`src/rtl/priority_pkg.sv`:
```
// ---------------------------------------------------------------------------
// priority_pkg
// Shared types for the priority decoder stream and its combinational base.
//   decode_mode_t : output style of the decoder (one-hot / thermometer masks)
//   skid_state_t  : occupancy of the output register + skid register pair
// ---------------------------------------------------------------------------
package priority_pkg;

   typedef enum logic [1:0] {
      DEC_ONEHOT    = 2'd0,
      DEC_THERM_INC = 2'd1,
      DEC_THERM_EXC = 2'd2
   } decode_mode_t;

   typedef enum logic [1:0] {
      EMPTY,
      ONE,
      FULL
   } skid_state_t;

endpackage

```
`src/rtl/priority_decoder_stream_if.sv`:
```
// ---------------------------------------------------------------------------
// priority_decoder_stream_if
// Handshake bundle for priority_decoder_stream.
//   in_vld/in_rdy    : input transfer handshake
//   enc_idx/enc_vld  : encoded index payload (enc_vld=0 means "no bit set")
//   out_vld/out_rdy  : output transfer handshake
//   dec_vld          : decoded WIDTH-bit vector
//   err              : sticky out-of-range index flag
// Modports: master = producer/consumer side, slave = the decoder.
// ---------------------------------------------------------------------------
interface priority_decoder_stream_if #(
   parameter int WIDTH = 32
);
   localparam int WIDTH_LOG = $clog2(WIDTH);

   logic                 in_vld;
   logic                 in_rdy;
   logic [WIDTH_LOG-1:0] enc_idx;
   logic                 enc_vld;
   logic                 out_vld;
   logic                 out_rdy;
   logic [WIDTH-1:0]     dec_vld;
   logic                 err;

   modport master (
      output in_vld, enc_idx, enc_vld, out_rdy,
      input  in_rdy, out_vld, dec_vld, err
   );

   modport slave (
      input  in_vld, enc_idx, enc_vld, out_rdy,
      output in_rdy, out_vld, dec_vld, err
   );

endinterface

```
`src/rtl/priority_decoder_base.sv`:
```
// ---------------------------------------------------------------------------
// priority_decoder_base
// Purely combinational index -> vector decoder, counterpart of the encoder
// base. Usable standalone.
//   enc_idx_i : encoded index
//   enc_vld_i : index valid (0 -> all-zero output)
//   dec_vld_o : decoded vector, style chosen by MODE
//                 0 one-hot, 1 bits >= idx, 2 bits > idx
//   err_idx_o : enc_vld_i=1 with an index that has no bit position
// ---------------------------------------------------------------------------
module priority_decoder_base
   import priority_pkg::*;
#(
   parameter int WIDTH     = 32,
   parameter int MODE      = 0,
   localparam int WIDTH_LOG = $clog2(WIDTH)
) (
   input  logic [WIDTH_LOG-1:0] enc_idx_i,
   input  logic                 enc_vld_i,
   output logic [WIDTH-1:0]     dec_vld_o,
   output logic                 err_idx_o
);

   logic [31:0] idx_w;

   assign idx_w = 32'(enc_idx_i);

   always_comb begin
      dec_vld_o = '0;
      err_idx_o = 1'b0;
      if (enc_vld_i) begin
         // Only reachable when WIDTH is not a power of two.
         if (idx_w >= 32'(WIDTH)) begin
            err_idx_o = 1'b1;
         end else begin
            for (int i = 0; i < WIDTH; i++) begin
               case (MODE)
                  int'(DEC_ONEHOT):    dec_vld_o[i] = (32'(i) == idx_w);
                  int'(DEC_THERM_INC): dec_vld_o[i] = (32'(i) >= idx_w);
                  int'(DEC_THERM_EXC): dec_vld_o[i] = (32'(i) >  idx_w);
                  default:             dec_vld_o[i] = 1'b0;
               endcase
            end
         end
      end
   end

endmodule

```
`src/rtl/priority_decoder_stream.sv`:
```
// ---------------------------------------------------------------------------
// priority_decoder_stream
// Streaming wrapper around priority_decoder_base: decodes each accepted
// index into a WIDTH-bit vector with one cycle of latency, behind a
// two-entry (output register + skid register) buffer so in_rdy can be a
// flop while still sustaining one transfer per cycle.
//   clk : clock, rising edge
//   rst : synchronous active-high reset
//   bus : priority_decoder_stream_if.slave
//         in_vld/in_rdy/enc_idx/enc_vld in, out_vld/out_rdy/dec_vld out,
//         err sticky until reset
// ---------------------------------------------------------------------------
module priority_decoder_stream
   import priority_pkg::*;
#(
   parameter int WIDTH = 32,
   parameter int MODE  = 0
) (
   input logic                         clk,
   input logic                         rst,
   priority_decoder_stream_if.slave    bus
);

   skid_state_t       state_q, state_d;
   logic [WIDTH-1:0]  out_q, out_d;
   logic [WIDTH-1:0]  skid_q, skid_d;
   logic              in_rdy_q;
   logic              err_q, err_d;

   logic [WIDTH-1:0]  dec_w;
   logic              err_idx_w;
   logic              in_xfer;
   logic              out_xfer;

   priority_decoder_base #(
      .WIDTH (WIDTH),
      .MODE  (MODE)
   ) u_base (
      .enc_idx_i (bus.enc_idx),
      .enc_vld_i (bus.enc_vld),
      .dec_vld_o (dec_w),
      .err_idx_o (err_idx_w)
   );

   assign in_xfer  = bus.in_vld & in_rdy_q;
   assign out_xfer = (state_q != EMPTY) & bus.out_rdy;

   always_comb begin
      state_d = state_q;
      out_d   = out_q;
      skid_d  = skid_q;
      err_d   = err_q | (in_xfer & err_idx_w);
      case (state_q)
         EMPTY: begin
            if (in_xfer) begin
               state_d = ONE;
               out_d   = dec_w;
            end
         end
         ONE: begin
            case ({in_xfer, out_xfer})
               2'b10: begin
                  // Consumer stalled: park the new word behind the output.
                  state_d = FULL;
                  skid_d  = dec_w;
               end
               2'b11:   out_d   = dec_w;
               2'b01:   state_d = EMPTY;
               default: ;
            endcase
         end
         FULL: begin
            // in_rdy is low here, so only the output side can move.
            if (out_xfer) begin
               state_d = ONE;
               out_d   = skid_q;
            end
         end
         default: state_d = EMPTY;
      endcase
   end

   always_ff @(posedge clk) begin
      if (rst) begin
         state_q  <= EMPTY;
         out_q    <= '0;
         in_rdy_q <= 1'b1;
         err_q    <= 1'b0;
      end else begin
         state_q  <= state_d;
         out_q    <= out_d;
         // Registered ready: no combinational path from out_rdy.
         in_rdy_q <= (state_d != FULL);
         err_q    <= err_d;
      end
   end

   // Skid contents are only meaningful in FULL, so no reset is needed.
   always_ff @(posedge clk) begin
      skid_q <= skid_d;
   end

   assign bus.in_rdy  = in_rdy_q;
   assign bus.out_vld = (state_q != EMPTY);
   assign bus.dec_vld = out_q;
   assign bus.err     = err_q;

   a_idx_known : assert property (@(posedge clk) disable iff (rst)
      bus.in_vld |-> !$isunknown({bus.enc_idx, bus.enc_vld}));

   a_in_stable : assert property (@(posedge clk) disable iff (rst)
      (bus.in_vld && !bus.in_rdy) |=>
         (bus.in_vld && $stable(bus.enc_idx) && $stable(bus.enc_vld)));

   a_out_hold : assert property (@(posedge clk) disable iff (rst)
      (bus.out_vld && !bus.out_rdy) |=> (bus.out_vld && $stable(bus.dec_vld)));

endmodule

```
`src/flat_wrapper.sv`:
```
// flat-port wrapper written by rule: the top's interface ports become plain ports
module priority_decoder_stream_flat import priority_pkg::*;
#(
   parameter int WIDTH = 32,
   parameter int MODE  = 0
)
  (clk, rst, bus_in_vld, bus_enc_idx, bus_enc_vld, bus_out_rdy, bus_in_rdy, bus_out_vld, bus_dec_vld, bus_err);
  priority_decoder_stream_if #(.WIDTH(WIDTH)) bus_i ();
  input logic clk;
  input logic rst;
  input wire logic [$bits(bus_i.in_vld)-1:0] bus_in_vld;
  input wire logic [$bits(bus_i.enc_idx)-1:0] bus_enc_idx;
  input wire logic [$bits(bus_i.enc_vld)-1:0] bus_enc_vld;
  input wire logic [$bits(bus_i.out_rdy)-1:0] bus_out_rdy;
  output wire logic [$bits(bus_i.in_rdy)-1:0] bus_in_rdy;
  output wire logic [$bits(bus_i.out_vld)-1:0] bus_out_vld;
  output wire logic [$bits(bus_i.dec_vld)-1:0] bus_dec_vld;
  output wire logic [$bits(bus_i.err)-1:0] bus_err;
  assign bus_i.in_vld = bus_in_vld;
  assign bus_i.enc_idx = bus_enc_idx;
  assign bus_i.enc_vld = bus_enc_vld;
  assign bus_i.out_rdy = bus_out_rdy;
  assign bus_in_rdy = bus_i.in_rdy;
  assign bus_out_vld = bus_i.out_vld;
  assign bus_dec_vld = bus_i.dec_vld;
  assign bus_err = bus_i.err;
  priority_decoder_stream #(.WIDTH(WIDTH), .MODE(MODE)) u_core (.clk(clk), .rst(rst), .bus(bus_i));
endmodule
```
`config.mk`:
```
export PLATFORM = sky130hd
export DESIGN_NAME = priority_decoder_stream_flat
export DESIGN_NICKNAME = d
export VERILOG_FILES = /design/src/rtl/priority_pkg.sv /design/src/rtl/priority_decoder_stream_if.sv /design/src/rtl/priority_decoder_base.sv /design/src/rtl/priority_decoder_stream.sv /design/src/flat_wrapper.sv
export SDC_FILE = /design/constraint.sdc
export NUM_CORES = 1
export LEC_CHECK = 0
export CAP_MARGIN = 25
export CORE_MARGIN = 2
export CORE_UTILIZATION = 59
export CTS_CLUSTER_DIAMETER = 200
export DETAILED_ROUTE_END_ITERATION = 7
export PLACE_DENSITY = 0.88
export SLEW_MARGIN = 20
export SYNTH_ARGS = -nofsm -noshare
export SYNTH_HDL_FRONTEND = slang
export SYNTH_SLANG_ARGS = --single-unit
```
`constraint.sdc`:
```
create_clock -name clk -period 5 [get_ports clk]
set_input_delay 0.75 -clock clk [delete_from_list [all_inputs] [get_ports clk]]
set_output_delay 0.75 -clock clk [all_outputs]
set_load 0.02 [all_outputs]
```
==> results by group <==
Status
  • Outcome: complete, no violations

Clocking
  • Root buf cell: clkbuf_8
  • Clock buffer count from CTS: 9
  • Clock insertion delay at the later pin of the skew report: 330 ps
  • Clock Sinks: 67
  • Setup Fix Bufs, Post-CTS: 0
  • Clk buf depth: 2
  • Post-CTS Hold Fix Bufs: 0
  • Worst-path clk slew: 70 ps
  • CTS tree: yes
  • Post_cts resized: 0
  • H-Tree Depth: 3

Synthesis
  • Register area share after synthesis: 0.501
  • Ys Warns: 0
  • Main combinational cell family by area after synthesis: simple AND/OR/NAND/NOR gates
  • Mapped cell area: 3320 sq um
  • Synth cell types: 31
  • Synth top area share: 0.289
  • Adder-cell share of the synthesized area: 0.00377
  • Post-Synth Simple-Gate Area: 0.240
  • #FFs+latches synth: 67
  • Synth area leaders: edfxtp_1 29%, dfxtp_1 21%, a311oi_1 17%
  • Post-synthesis mux area share: 0
  • Post-synth net total: 331
  • Synthesized netlist cell count: 320
  • Syn Area/Cell: 10.4 sq um
  • Most area-hungry cell type in the Yosys netlist: edfxtp_1
  • Compound-gate portion of the synthesized area: 0.181
  • Synth Area in XOR/XNOR: 0

Placed design
  • Setup Slack @ Placement: 2080 ps
  • # port buffers: 43
  • DP Area: 3630 sq um
  • Dpl hpwl: 4910 um
  • Final GP Congestion: 0.792

Power and ir drop
  • Sw Share: 0.264
  • Clk pwr share: 0.334
  • Sw power: 0.000340 W
  • Internal: 0.000948 W
  • Pwr Density: 337 nW/um^2
  • Comb power frac: 0.171
  • Peak VDD IR: 164 uV
  • P_leak: 1.10 nW
  • Reg power frac: 0.495

Setup path
  • CP startpoint kind: flip-flop
  • Worst path cell trace: or2_2 > clkdlybuf4s50_1
  • CP max-delay cell: dfxtp_1
  • CP peak stage delay: 950 ps
  • WS Path Type: reg2out
  • R2R Setup Slk: 2480 ps
  • CP Capture Type: output port
  • R2R Path Start: u_core.state_q[0]$_SDFF_PP0_
  • Critical Path RT: 4250 ps
  • Crit path max fanout: 39
  • FF-to-FF End: u_core.bus.dec_vld[7]$_SDFFE_PP0P_
  • CP Buf/Inv Count: 1
  • Crit-path leading delay family: flip-flops
  • Reg2Reg Depth: 4
  • Arr. time, crit path: 2140 ps

Die
  • Die area: 6240 sq um
  • DIE HEIGHT: 79.0 um
  • Core ar.: 5470 sq um
  • Die Wd: 79.0 um
  • Row cnt: 27
  • Starting density of the core: 0.607
  • I/O pin total: 45

Routing
  • Routed vias/inst: 6.66
  • Remaining routing DRC violations: 0
  • Total vias in the final route: 2744
  • Initial DRC count: 318
  • Avg WL per Cell: 19.4 um
  • Routed WL: 8000 um
  • DR pass1 iterations: 5
  • Final ANT Viol Nets: 0

STA
  • Period utilization: 0.578
  • Final setup margin: 2110 ps
  • RSZ-0062 raised after global routing: no
  • Slew Viols, Final: 0
  • Worst slew pin tran: 960 ps
  • FMAX: 0.346 GHz
  • Post-Route Skew: 6.53 ps
  • Setup_tns: 0 ps
  • Setup violations, final: 0
  • Crit path time final: 2890 ps
  • Endpoints failing hold: 0
  • Slew margin rel.: 0.359

Finish
  • Layout net count: 347
  • Layout cell share with drive strength beyond 1: 0.0853
  • Most common cell after layout, fill and taps aside: a311oi_1
  • Util after Layout: 0.698
  • Most frequent cells in the layout: 64 x a311oi_1, 42 x clkdlybuf4s50_1, 35 x dfxtp_1, 33 x nor2_1, 33 x nand3b_1
  • Ant diodes: 0
  • Layout area overhead: 15.1%
  • Final Cell Area: 3820 sq um

Flow run
  • Max-Cap Viols: 0

Global route
  • Overflow after GRT: 0
  • Largest net degree at the start of global routing: 40
  • Vias in the first global route: 2561
  • Global-route wire length before repair: 12400 um
  • Total track usage: 0.261
  • Initial antenna violation count: 0

Hold path
  • Hold Path Class: reg2reg
  • Hold Crit Start: u_core.skid_q[23]$_DFFE_PP_
  • Hold Path Stages: 2
  • Hold Path End: u_core.bus.dec_vld[23]$_SDFFE_PP0P_
## synthesized netlist by cell type
cell,instances
or2_2,2
nand3b_1,33
and2_1,3
inv_2,1
o21ba_2,1
ha_1,1
buf_2,21
buf_1,2
buf_6,4
clkbuf_1,10
o32ai_1,1
nor2_2,1
nand2b_1,6
nand4_1,8
buf_4,6
nor2b_1,5
edfxtp_1,32
conb_1,1
nor2_1,34
and3b_1,1
a311oi_1,64
nand2_1,13
a21oi_1,1
and4bb_2,2
nand3_1,26
and2b_1,1
and4_1,1
dfxtp_1,35
nor4b_2,1
a31o_4,1
and4b_1,2
## worst reg2reg max path, stage by stage (launching register included)
cell and delay [ps]:
dfxtp_1 950, and3b_1 500, buf_4 310, a31o_4 360, a311oi_1 310
## flip-flops by register name (all words and copies together) (netlist names)
name / cells
u_core.bus.dec_vld: 32
u_core.state_q: 2
u_core.skid_q: 32
u_core.bus.in_rdy: 1
## routing by layer
metal  wire, um  vias up  track usage
met3        673       20       0.0420
met2       4040      165        0.439
met4        212        0        0.155
met5          0        -            0
li1           -     1279            -
met1       3070     1280        0.317
## cells by family (layout without fill, tap and decap cells)
| group | count (synthesis) | in the layout |
|---|---|---|
| AO/OA/AOI/OAI | 68 | 68 |
| buffers and inverters | 44 | 64 |
| other | 1 | 1 |
| AND/OR/NAND/NOR | 139 | 139 |
| flip-flops | 67 | 67 |
| adder cells (fa/ha/maj) | 1 | 1 |
## power groups by stage
| stage | Clock, W | Sequential [W] | Combinational [W] |
|---|---|---|---|
| after floorplan | 0 | 0.000668 | 0.000122 |
| after global placement | 0 | 0.000647 | 0.000211 |
| after detailed placement | 0 | 0.000649 | 0.000216 |
| after CTS | 0.000433 | 0.000637 | 0.000218 |
| after global routing | 0.000451 | 0.000641 | 0.000233 |
| final | 0.000430 | 0.000637 | 0.000220 |
## metrics by stage
step                      total power (W)  hold WS, ps  cells
final                             0.00129          576    412
after global routing              0.00132          596    412
after CTS                         0.00129          577    412
after detailed placement         0.000865          567    397
after global placement           0.000858          559    397
after floorplan                  0.000790          548    320
## how the worst max path moves through the flow
| stage | start | depth (start not counted) | end |
|---|---|---|---|
| final | u_core.state_q[0]$_SDFF_PP0_ | 2 | bus_out_vld |
| after global placement | bus_out_rdy | 5 | u_core.bus.dec_vld[3]$_SDFFE_PP0P_ |
| after detailed placement | bus_out_rdy | 5 | u_core.bus.dec_vld[11]$_SDFFE_PP0P_ |
| after CTS | u_core.state_q[0]$_SDFF_PP0_ | 2 | bus_out_vld |
| after floorplan | bus_in_vld | 6 | u_core.skid_q[0]$_DFFE_PP_ |
| after global routing | u_core.state_q[0]$_SDFF_PP0_ | 2 | bus_out_vld |
## layout make-up
cell class                      instances  area, sq um
Clock buffer                           12          145
Timing Repair Buffer                   48          463
Clock inverter                          3         38.8
Multi-Input combinational cell        209         1420
Tap cell                               72         90.1
Sequential cell                        67         1660
Inverter                                1         3.75
Fill cell                             406         1650
No activity file was read; power rests on OpenSTA's default activity.
